<file path="src/rtl/l2_request_arbiter.sv">
// l2_request_arbiter
//   Merges per-core L2 request streams into the single L2 cache request
//   interface. Each core feeds a small FIFO; a round-robin arbiter moves one
//   FIFO head per cycle into a registered output stage that holds under
//   L2 backpressure.
//
// Parameters
//   NUM_PORTS   number of cores, 1..8 (default `NUM_CORES, 4 if not defined)
//   FIFO_DEPTH  entries per port FIFO, power of two, >= 2
//
// Ports
//   clk                    clock, rising edge
//   reset                  asynchronous, active-high reset
//   core_l2req_packet[i]   request from core i (.valid marks presence)
//   core_l2req_ready[i]    FIFO i can accept a push this cycle
//   l2req_packet           registered request to the L2 cache
//   l2req_ready            L2 cache accepts l2req_packet this cycle
//   pc_event_arb_conflict  one-cycle pulse after a grant made while two or
//                          more FIFOs were non-empty; exists only when
//                          L2_ARB_CONFLICT_EVENT_EN is defined

package l2_request_arbiter_pkg;
   typedef struct packed {
      logic        valid;
      logic [1:0]  cmd;
      logic [31:0] addr;
      logic [7:0]  tag;
   } l2req_packet_t;
endpackage

`ifndef NUM_CORES
`define NUM_CORES 4
`endif

module l2_request_arbiter
   import l2_request_arbiter_pkg::*;
#(
   parameter int NUM_PORTS  = `NUM_CORES,
   parameter int FIFO_DEPTH = 4
) (
   input  logic                 clk,
   input  logic                 reset,
   input  l2req_packet_t        core_l2req_packet [NUM_PORTS],
   output logic [NUM_PORTS-1:0] core_l2req_ready,
   output l2req_packet_t        l2req_packet,
   input  logic                 l2req_ready
`ifdef L2_ARB_CONFLICT_EVENT_EN
   ,
   output logic                 pc_event_arb_conflict
`endif
);

   localparam int AW = $clog2(FIFO_DEPTH);
   localparam int CW = AW + 1;
   localparam int PW = (NUM_PORTS > 1) ? $clog2(NUM_PORTS) : 1;
   localparam logic [CW-1:0] FULL = CW'(FIFO_DEPTH);

   l2req_packet_t        mem    [NUM_PORTS][FIFO_DEPTH];
   logic [AW-1:0]        rd_ptr [NUM_PORTS];
   logic [AW-1:0]        wr_ptr [NUM_PORTS];
   logic [CW-1:0]        count  [NUM_PORTS];
   logic [PW-1:0]        rr_ptr;
   l2req_packet_t        out_pkt;

   logic [NUM_PORTS-1:0] nonempty;
   logic [NUM_PORTS-1:0] push;
   logic [NUM_PORTS-1:0] pop;
   logic                 loadable;
   logic                 grant_valid;
   logic [PW-1:0]        grant;
   logic [PW-1:0]        rr_next;
   l2req_packet_t        head;
   int                   idx;

   assign l2req_packet = out_pkt;
   assign loadable     = !out_pkt.valid || l2req_ready;

   // Ready depends only on the registered count, so a full FIFO refuses a
   // push even in the cycle it is being popped.
   always_comb begin
      for (int i = 0; i < NUM_PORTS; i++) begin
         nonempty[i]         = (count[i] != '0);
         core_l2req_ready[i] = !reset && (count[i] != FULL);
         push[i]             = core_l2req_packet[i].valid && core_l2req_ready[i];
      end
   end

   // Scan from the highest offset down so the final assignment is the
   // first non-empty FIFO at or after rr_ptr.
   always_comb begin
      grant_valid = 1'b0;
      grant       = '0;
      idx         = 0;
      for (int off = NUM_PORTS - 1; off >= 0; off--) begin
         idx = int'(rr_ptr) + off;
         if (idx >= NUM_PORTS) idx = idx - NUM_PORTS;
         if (nonempty[idx]) begin
            grant_valid = 1'b1;
            grant       = PW'(idx);
         end
      end
      rr_next = (int'(grant) == NUM_PORTS - 1) ? '0 : grant + 1'b1;
      head    = '0;
      pop     = '0;
      for (int i = 0; i < NUM_PORTS; i++) begin
         if (int'(grant) == i) begin
            head   = mem[i][rd_ptr[i]];
            pop[i] = loadable && grant_valid;
         end
      end
      head.valid = 1'b1;
   end

   // Storage is not reset: out_pkt only ever loads entries that were written.
   always_ff @(posedge clk) begin
      for (int i = 0; i < NUM_PORTS; i++)
         if (push[i]) mem[i][wr_ptr[i]] <= core_l2req_packet[i];
   end

   always_ff @(posedge clk or posedge reset) begin
      if (reset) begin
         for (int i = 0; i < NUM_PORTS; i++) begin
            count[i]  <= '0;
            rd_ptr[i] <= '0;
            wr_ptr[i] <= '0;
         end
         rr_ptr  <= '0;
         out_pkt <= '0;
      end else begin
         for (int i = 0; i < NUM_PORTS; i++) begin
            if (push[i]) wr_ptr[i] <= wr_ptr[i] + 1'b1;
            if (pop[i])  rd_ptr[i] <= rd_ptr[i] + 1'b1;
            case ({push[i], pop[i]})
               2'b10:   count[i] <= count[i] + 1'b1;
               2'b01:   count[i] <= count[i] - 1'b1;
               default: count[i] <= count[i];
            endcase
         end
         if (loadable) begin
            if (grant_valid) begin
               out_pkt <= head;
               rr_ptr  <= rr_next;
            end else begin
               out_pkt.valid <= 1'b0;
            end
         end
      end
   end

`ifdef L2_ARB_CONFLICT_EVENT_EN
   logic multi;
   // More than one bit set in nonempty.
   assign multi = ((nonempty & (nonempty - 1'b1)) != '0);

   always_ff @(posedge clk or posedge reset) begin
      if (reset) pc_event_arb_conflict <= 1'b0;
      else       pc_event_arb_conflict <= loadable && grant_valid && multi;
   end
`endif

endmodule

</file>
<file path="config.mk">
export PLATFORM = sky130hd
export DESIGN_NAME = l2_request_arbiter
export DESIGN_NICKNAME = d
export VERILOG_FILES = /design/src/rtl/l2_request_arbiter.sv
export SDC_FILE = /design/constraint.sdc
export NUM_CORES = 1
export LEC_CHECK = 0
export CORE_MARGIN = 2
export CORE_UTILIZATION = 35
export DETAILED_ROUTE_END_ITERATION = 16
export GPL_TIMING_DRIVEN = 0
export PLACE_DENSITY = 0.59
export SYNTH_ARGS = -nofsm -noshare
export SYNTH_HDL_FRONTEND = slang
export SYNTH_SLANG_ARGS = --single-unit
</file>
<file path="constraint.sdc">
create_clock -name clk -period 3.6 [get_ports clk]
set_clock_uncertainty 0.05 [all_clocks]
set_input_delay 1.08 -clock clk [delete_from_list [all_inputs] [get_ports clk]]
set_output_delay 1.08 -clock clk [all_outputs]
set_load 0.05 [all_outputs]
</file>
== Yosys cells after proc, flatten, opt, wreduce, memory -nomap -nowiden ==
Memory sizes are Yosys's and may differ from the RTL's.
Cells that the tools add are included.

* Register bits after elaboration: 73
* Bits in writable memories: 688
* Memories: 1

* $add $sub $neg: 24
* Magnitude comparators: 20
* Eq/ne operators: 15
* Mux-type cells: 66
* Bitwise operators: 8
* Reduce and logical (&&, ||, !) cells: 26

{| class="wikitable"
|+ Memories
! memory !! words !! bits a word !! read ports !! clocked after memory_dff !! write ports !! RTL line !! source
|-
| mem || 4 || 172 || 4 || 0 || 4 || 58 || <nowiki>l2req_packet_t mem [NUM_PORTS][FIFO_DEPTH];</nowiki>
|}

{| class="wikitable"
|+ Operator list
! cell !! number
|-
| 172-bit two-way mux || 4
|-
| 42-bit two-way mux || 12
|-
| 43-bit binary-select mux with 2-bit select || 4
|-
| 43-bit demux with 2-bit select || 4
|-
| 43-bit two-way mux || 4
|-
| 32-bit by 4-bit less-than comparator with 1-bit output (second input constant) || 4
|-
| 32-bit two-way mux || 4
|-
| 3-bit greater-or-equal comparator (second input constant) || 11
|-
| 2-bit NOT with 3-bit output || 8
|-
| 3-bit case mux with 2 select lines || 4
|-
| 1-bit two-way mux || 21
|-
| 2-bit by 1-bit adder with 2-bit output (second input constant) || 9
|-
| 1-bit logical AND || 13
|-
| 3-bit by 1-bit adder with 3-bit output (second input constant) || 4
|-
| 2-bit equality test (second input constant) || 6
|-
| 3-bit by 1-bit less-than comparator with 1-bit output (second input constant) || 4
|-
| 3-bit inequality test (second input constant) || 4
|-
| 3-bit nonzero test || 4
|-
| 3-bit by 1-bit subtractor with 3-bit output (second input constant) || 4
|-
| 3-bit by 3-bit subtractor with 4-bit output (second input constant) || 3
|-
| 2-bit by 1-bit equality test with 1-bit output (second input constant) || 5
|-
| 2-bit two-way mux || 5
|-
| 1-bit binary-select mux with 2-bit select || 4
|-
| 2-bit nonzero test || 4
|-
| other kinds (8) || 10
|}

== Longest topological paths before layout ==
Gate-level depths: netlist (run 1).

* Word-level depth: 15
* Gate-level depth with buffers: 15

== Worst setup path before layout (run 1) ==
No wires, ideal clock.

* Path type: in2reg
* Start: in reset
* End: mem mem[1][0] (netlist bit) (enable)
* Setup time: 0.404 ns
* Arrival: 3.221 ns
* Data required time: 3.146 ns
* Setup slack: -0.075 ns
* Stages: 2
* Path buffers: 0
* Path through: a31oi_1 -> and3_1

{| class="wikitable"
|+ RTL lines
! what !! RTL line !! source
|-
| start, declared || 42 || <nowiki>input logic reset,</nowiki>
|-
| end, declared || 58 ||
|}

== Worst setup path after layout (run 1) ==
* Start: reg count[0] (netlist bit)
* End: reg out_pkt (netlist bit l2req_packet[38])

* Longest elaborated chain between the ends: 13

{| class="wikitable"
|+ RTL lines
! what !! RTL line !! source
|-
| start, declared || 61 || <nowiki>logic [CW-1:0] count [NUM_PORTS];</nowiki>
|-
| start signal, assigned by index || 134 || <nowiki>2'b10: count[i] <= count[i] + 1'b1;</nowiki>
|-
| start signal, assigned by index || 135 || <nowiki>2'b01: count[i] <= count[i] - 1'b1;</nowiki>
|-
| start signal, assigned by index || 136 || <nowiki>default: count[i] <= count[i];</nowiki>
|-
| 3-bit nonzero test (*) || 82 || <nowiki>nonempty[i] = (count[i] != '0);</nowiki>
|-
| 1-bit binary-select mux with 2-bit select || 97 || <nowiki>if (nonempty[idx]) begin</nowiki>
|-
| 1-bit two-way mux (implied by the code) (2 in series) || 97 ||
|-
| 2-bit two-way mux (4 in series) || 97 ||
|-
| 2-bit logical NOT || 106 || <nowiki>if (int'(grant) == i) begin</nowiki>
|-
| 42-bit two-way mux (4 in series) || 106 ||
|-
| end, declared || 63 || <nowiki>l2req_packet_t out_pkt;</nowiki>
|}

Every way passes the cells marked *; elsewhere a longest branch is shown, timed or not. The select of a mux whose other input is x is not followed.
A chain may end at the register's enable or synchronous reset.

==> results of run 1 <==
[report_power, final]
| group | internal [mW] | total (mW) | switching (mW) |
|---|---|---|---|
| sequential | 10.8 | 11.3 | 0.530 |
| combinational | 3.94 | 10.4 | 6.50 |
| clock | 4.45 | 7.63 | 3.18 |
| total | 19.2 | 29.4 | 10.2 |
[cell usage after synthesis (all sizes together) (7+ instances only)]
cell / n / share of area
o21bai: 17 / 0.0044
mux4: 58 / 0.045
inv: 27 / 0.0035
xnor2: 11 / 0.0033
ha: 24 / 0.010
and3: 16 / 0.0035
dfrtp: 73 / 0.063
o22ai: 110 / 0.024
a211oi: 33 / 0.011
clkbuf: 51 / 0.0066
nor3: 18 / 0.0031
nor2: 22 / 0.0029
nand2: 32 / 0.0041
nor4: 28 / 0.0061
mux2i: 225 / 0.078
xor2: 13 / 0.0039
buf: 38 / 0.0070
o21ai: 55 / 0.0095
and2: 7 / 0.0015
edfxtp: 672 / 0.70
[logic make-up after synthesis]
family / Yosys count
adders and majority gates: 28
AOI/OAI and AO/OA: 227
buffers and inverters: 117
DFF: 745
and+or+nand+nor: 140
xor gates and xnor gates: 24
muxes: 287
[flip-flops by register name, summed over array words and instances (netlist names)]
signal and count:
wr_ptr 8, rr_ptr 2, l2req_packet 43, count 12, rd_ptr 8, mem 672
[path summary, 6_finish.rpt]
path | startpoint | endpoint | slack (ns) | depth (start not counted)
worst max-delay path | count[0] | l2req_packet[38] | 0.15 | 11
worst min-delay path | l2req_packet[25] | l2req_packet[25] | 0.44 | 2
worst max register to register | count[0] | l2req_packet[38] | 0.15 | 11
worst min register to register | l2req_packet[25] | l2req_packet[25] | 0.44 | 2
max in group asynchronous | reset | l2req_packet[18] | 2.06 | 3
min in group asynchronous | reset | count[2] | 0.82 | 2
[critical path: stages (launching register included)]
cell,delay (ns)
dfrtp_1,0.40
or3_1,0.43
clkbuf_1,0.20
a22oi_1,0.24
a21oi_2,0.14
inv_1,0.10
ha_1,0.28
or3b_2,0.61
clkbuf_8,0.23
o22ai_1,0.19
o21bai_1,0.20
a211oi_2,0.24
[metrics by stage]
step	cells	TNS, ns
global placement	2859	-231.21
CTS	2991	-0.255
detailed placement	2860	-206.91
global route	2991	-0.0237
finish	2993	0
floorplan	1568	0
[cell type report]
cell class	count	share of cell area
diodes	3	0.000212
clock buffers	104	0.0615
flip-flops and latches	745	0.621
multi-input cells	706	0.194
well taps	1070	0.0378
plain buffers	82	0.0116
clock inverters	30	0.00685
repair buffers	225	0.0643
inverters	28	0.00314
[repair_timing]
action	in CTS	in global routing
gates resized for setup	66	43
setup buffers	2	1
pin swaps	3	5
setup endpoints to repair	45	41
[routing by layer]
metal	track usage	vias up	wire length [µm]
li1	-	6859	-
met1	0.222	7908	30900
met2	0.288	400	36800
met3	0.0457	115	5050
met4	0.0450	36	1240
met5	0	-	236
==> flow_summary.ini, run 1 <==
[clock_tree]
worstSkewPairLatency_ns = 0.61
cts_buffers = 73
ctsLongestPathBuffers = 3
cts_root_buffer = clkbuf_16
cts_num_sinks = 745
ctsHoldBuffers = 0
clk_pin_slew_ns = 0.06
htreeDepth = 3
cts_tree = built

[finish]
final_common_cell = edfxtp_1
multi_input_area_mm2 = 0.00687
final_net_count = 2064
fill_cells = 7168
final_area_mm2 = 0.0354
areaGrowthSynthToFinish_pct = 22.4
layout-drive-gt1-share = 0.165
final_cell_mix = edfxtp_1 (672), mux2i_1 (225), clkdlybuf4s50_1 (216)
utilization = 0.432
seqCellArea_mm2 = 0.0220

[floorplan]
coreArea_mm2 = 0.0820
initial_core_util = 0.353
die_area_mm2 = 0.0850
die_h_um = 292
die_w_um = 292
rows = 105
io_pins = 222

[grt]
grt_max_degree = 43
antenna_found_initial = 25
grt_usage = 0.172
grt_pass1_vias = 15882
grt_pass1_wl_um = 107000
grt_overflow_total = 0

[synthesis]
netlist_instances = 1568
synth_top_family_by_area = multiplexers
synth_nets = 1771
yosysUniqueCellTypes = 42
synth_warnings = 0
synth_flop_cell = edfxtp_1
avgSynthCellArea_um2 = 18.5
netlist_area_mm2 = 0.0290
yosys-mux-area-fraction = 0.124
synth-simple-area-share = 0.0252
ys_seq_elements = 745
synth_edf_count = 672
synth.yosys.seq_area_share = 0.760
synth_fa_ha_area_frac = 0.0131
async_flop_share = 0.0980
synth_xor_area_frac = 0.00726
synth_compound_area_frac = 0.0526

[route]
drtIter0Drc = 1253
post_drt_wl_per_cell_um = 24.8
via_count = 15318
drc = 0
drtAntennaViolNets = 0
totalWireLength_um = 74200
drtPass1Iterations = 5
viasPerCell = 5.12

[sta]
fmax_ghz = 0.290
hold_violations = 0
min_period_ns = 3.45
worst_pin_slew_ns = 1.39
final.setup.worst_slack_ns = 0.152
grt_setup_unrepaired = true
relSlewSlack = 0.0739
hold-worst-slack_ns = 0.439
fin_crit_sh = 0.958
drv_slew = 0
finalSetupViolations = 0

[pwr]
power_density_mw_per_mm2 = 829
leakage_nw = 12.1
p_total_mw = 29.4
vdd_drop_max_mv = 0.356

[critical_path]
worstPathArrival_ns = 3.90
crit_fanout = 10
crit_path_end_kind = flip-flop
path_class = flip-flop to flip-flop
cp-start-kind = flip-flop
cp_data_required_time_ns = 4.05

[place]
placed_area_mm2 = 0.0326
io_buffers = 221
hpwl_um = 50500
gp_congestion = 0.782
dp_slack_ns = -1.01

[outcome]
status = completed

[worst_hold_path]
hold_class = flip-flop to flip-flop

[run]
max_cap_violations = 0
(Power assumes the default switching activity.)
==> run 2, diff against run 1 <==
PLACE_DENSITY = 0.61   (was 0.59)
clock period = 3.15 ns   (was 3.6 ns; I/O delays follow)
==> run 2 against run 1 <==
Compared with the run above:
- design area increased by 1.4%
- die area unchanged
- sequential share of layout area decreased by 0.87 points
- largest cell class unchanged
- critical path depth decreased by 1
- sequential cell count unchanged
- clock-buffer cell count decreased by 14
- first-iteration DRC count decreased by 14%
- clock power increased by 16%
- utilization increased by 0.62 points
- hold slack got worse by 0.0016 ns
- final cell count increased by 0.30%
- via count increased by 0.15%
- largest power group unchanged
==> flow_summary.ini, run 2 (synthesized netlist as in run 1, its figures left out) <==
[critical_path]
worstPathArrival_ns = 3.54
critPathCapture = l2req_packet[41]
r2r_start = count[6]
worst-r2r-cell-count = 10
cp-start-kind = flip-flop
crit_start = count[6]
rrSetupSlack_ns = 0.03
cp_data_required_time_ns = 3.57
path_class = flip-flop to flip-flop
crit_path_end_kind = flip-flop
crit_fanout = 10
r2r_end = l2req_packet[41]

[pwr]
p_total_mw = 34.5
leakage_nw = 12.3
power_density_mw_per_mm2 = 959
vdd_drop_max_mv = 0.373

[grt]
grt_pass1_vias = 16256
grt_overflow_total = 0
grt_max_degree = 43
grt_usage = 0.174
antenna_found_initial = 21
grt_pass1_wl_um = 108000

[floorplan]
io_pins = 222
initial_core_util = 0.353
coreArea_mm2 = 0.0820
rows = 105
die_area_mm2 = 0.0850
die_w_um = 292
die_h_um = 292

[sta]
final.setup.worst_slack_ns = 0.0268
drv_slew = 0
finalSetupViolations = 0
min_period_ns = 3.12
hold-worst-slack_ns = 0.438
grt_setup_unrepaired = true
relSlewSlack = 0.0770
hold_violations = 0
worst_pin_slew_ns = 1.38
fmax_ghz = 0.320
tns_ns = 0
fin_crit_sh = 0.991

[clock_tree]
htreeDepth = 3
cts_num_sinks = 745
cts_tree = built
clk_pin_slew_ns = 0.06
cts_buffers = 72
cts_root_buffer = clkbuf_16
ctsLongestPathBuffers = 3
ctsHoldBuffers = 0
worstSkewPairLatency_ns = 0.62

[finish]
areaGrowthSynthToFinish_pct = 24.2
final_net_count = 2076
layout-drive-gt1-share = 0.191
final_cell_mix = edfxtp_1 (672), mux2i_1 (225), clkdlybuf4s50_1 (216)
final_common_cell = edfxtp_1
largest_reg_flops = 672

[route]
drtAntennaViolNets = 0
via_count = 15341
totalWireLength_um = 74400
viasPerCell = 5.11
post_drt_wl_per_cell_um = 24.8
drtPass1Iterations = 5
drtIter0Drc = 1082
drc = 0

[place]
io_buffers = 221
gp_congestion = 0.803
dp_slack_ns = -1.44
hpwl_um = 50300

[outcome]
status = completed

[worst_hold_path]
hold_class = flip-flop to flip-flop

[run]
max_cap_violations = 0
run 2: worst max-delay path, cell delays in order, from the launching register on:
cell and delay (ns):
dfrtp_1 0.39, or3_4 0.39, buf_6 0.15, o21bai_1 0.19, a21o_1 0.26, ha_4 0.22
nand2_1 0.32, buf_2 0.35, o22ai_1 0.11, o21bai_1 0.40, a211oi_2 0.12
run 2: metrics by stage:
stage	area, µm²	utilization	cells
finish	36000	0.439	3002
global route	36000	0.439	3002
CTS	35700	0.436	2992
detailed placement	32600	0.397	2860
global placement	32500	0.397	2859
floorplan	29000	-	1568
run 2: power breakdown:
group / leakage, nW / total (mW) / switching [mW] / internal, mW
clock: 1.19 / 8.86 / 3.70 / 5.16
combinational: 4.12 / 12.7 / 7.66 / 5.04
sequential: 6.97 / 12.9 / 0.619 / 12.3
run 2: area by class of cell:
type | instances | area (µm²)
well taps | 1070 | 1340
inverters | 28 | 113
repair buffers | 239 | 2380
plain buffers | 81 | 495
clock buffers | 90 | 1940
multi-input cells | 706 | 7190
fillers | 7102 | 46000
diodes | 2 | 5.00
flip-flops and latches | 745 | 22000
clock inverters | 41 | 485
run 2: how the worst min path moves through the flow:
| stage | depth (start not counted) | from | slack (ns) | to |
|---|---|---|---|---|
| floorplan | 1 | count[0] | 0.41 | count[0] |
| global placement | 2 | l2req_packet[30] | 0.42 | l2req_packet[30] |
| detailed placement | 2 | l2req_packet[22] | 0.43 | l2req_packet[22] |
| CTS | 2 | l2req_packet[25] | 0.44 | l2req_packet[25] |
| global route | 1 | count[0] | 0.47 | count[0] |
| finish | 2 | l2req_packet[22] | 0.44 | l2req_packet[22] |
run 2: routing by layer:
| layer | wire, µm | global-route usage | share of wire |
|---|---|---|---|
| met5 | 201 | 0 | 0.0027 |
| met4 | 1310 | 0.0411 | 0.018 |
| met3 | 5300 | 0.0528 | 0.071 |
| met2 | 37000 | 0.296 | 0.50 |
| met1 | 30500 | 0.217 | 0.41 |
run 2: timing repair:
action,CTS,global route
setup endpoints to repair,55,49
cloned,0,0
hold endpoints to repair,0,0
gates resized for setup,143,44
setup buffers,9,8
pin swaps,9,5
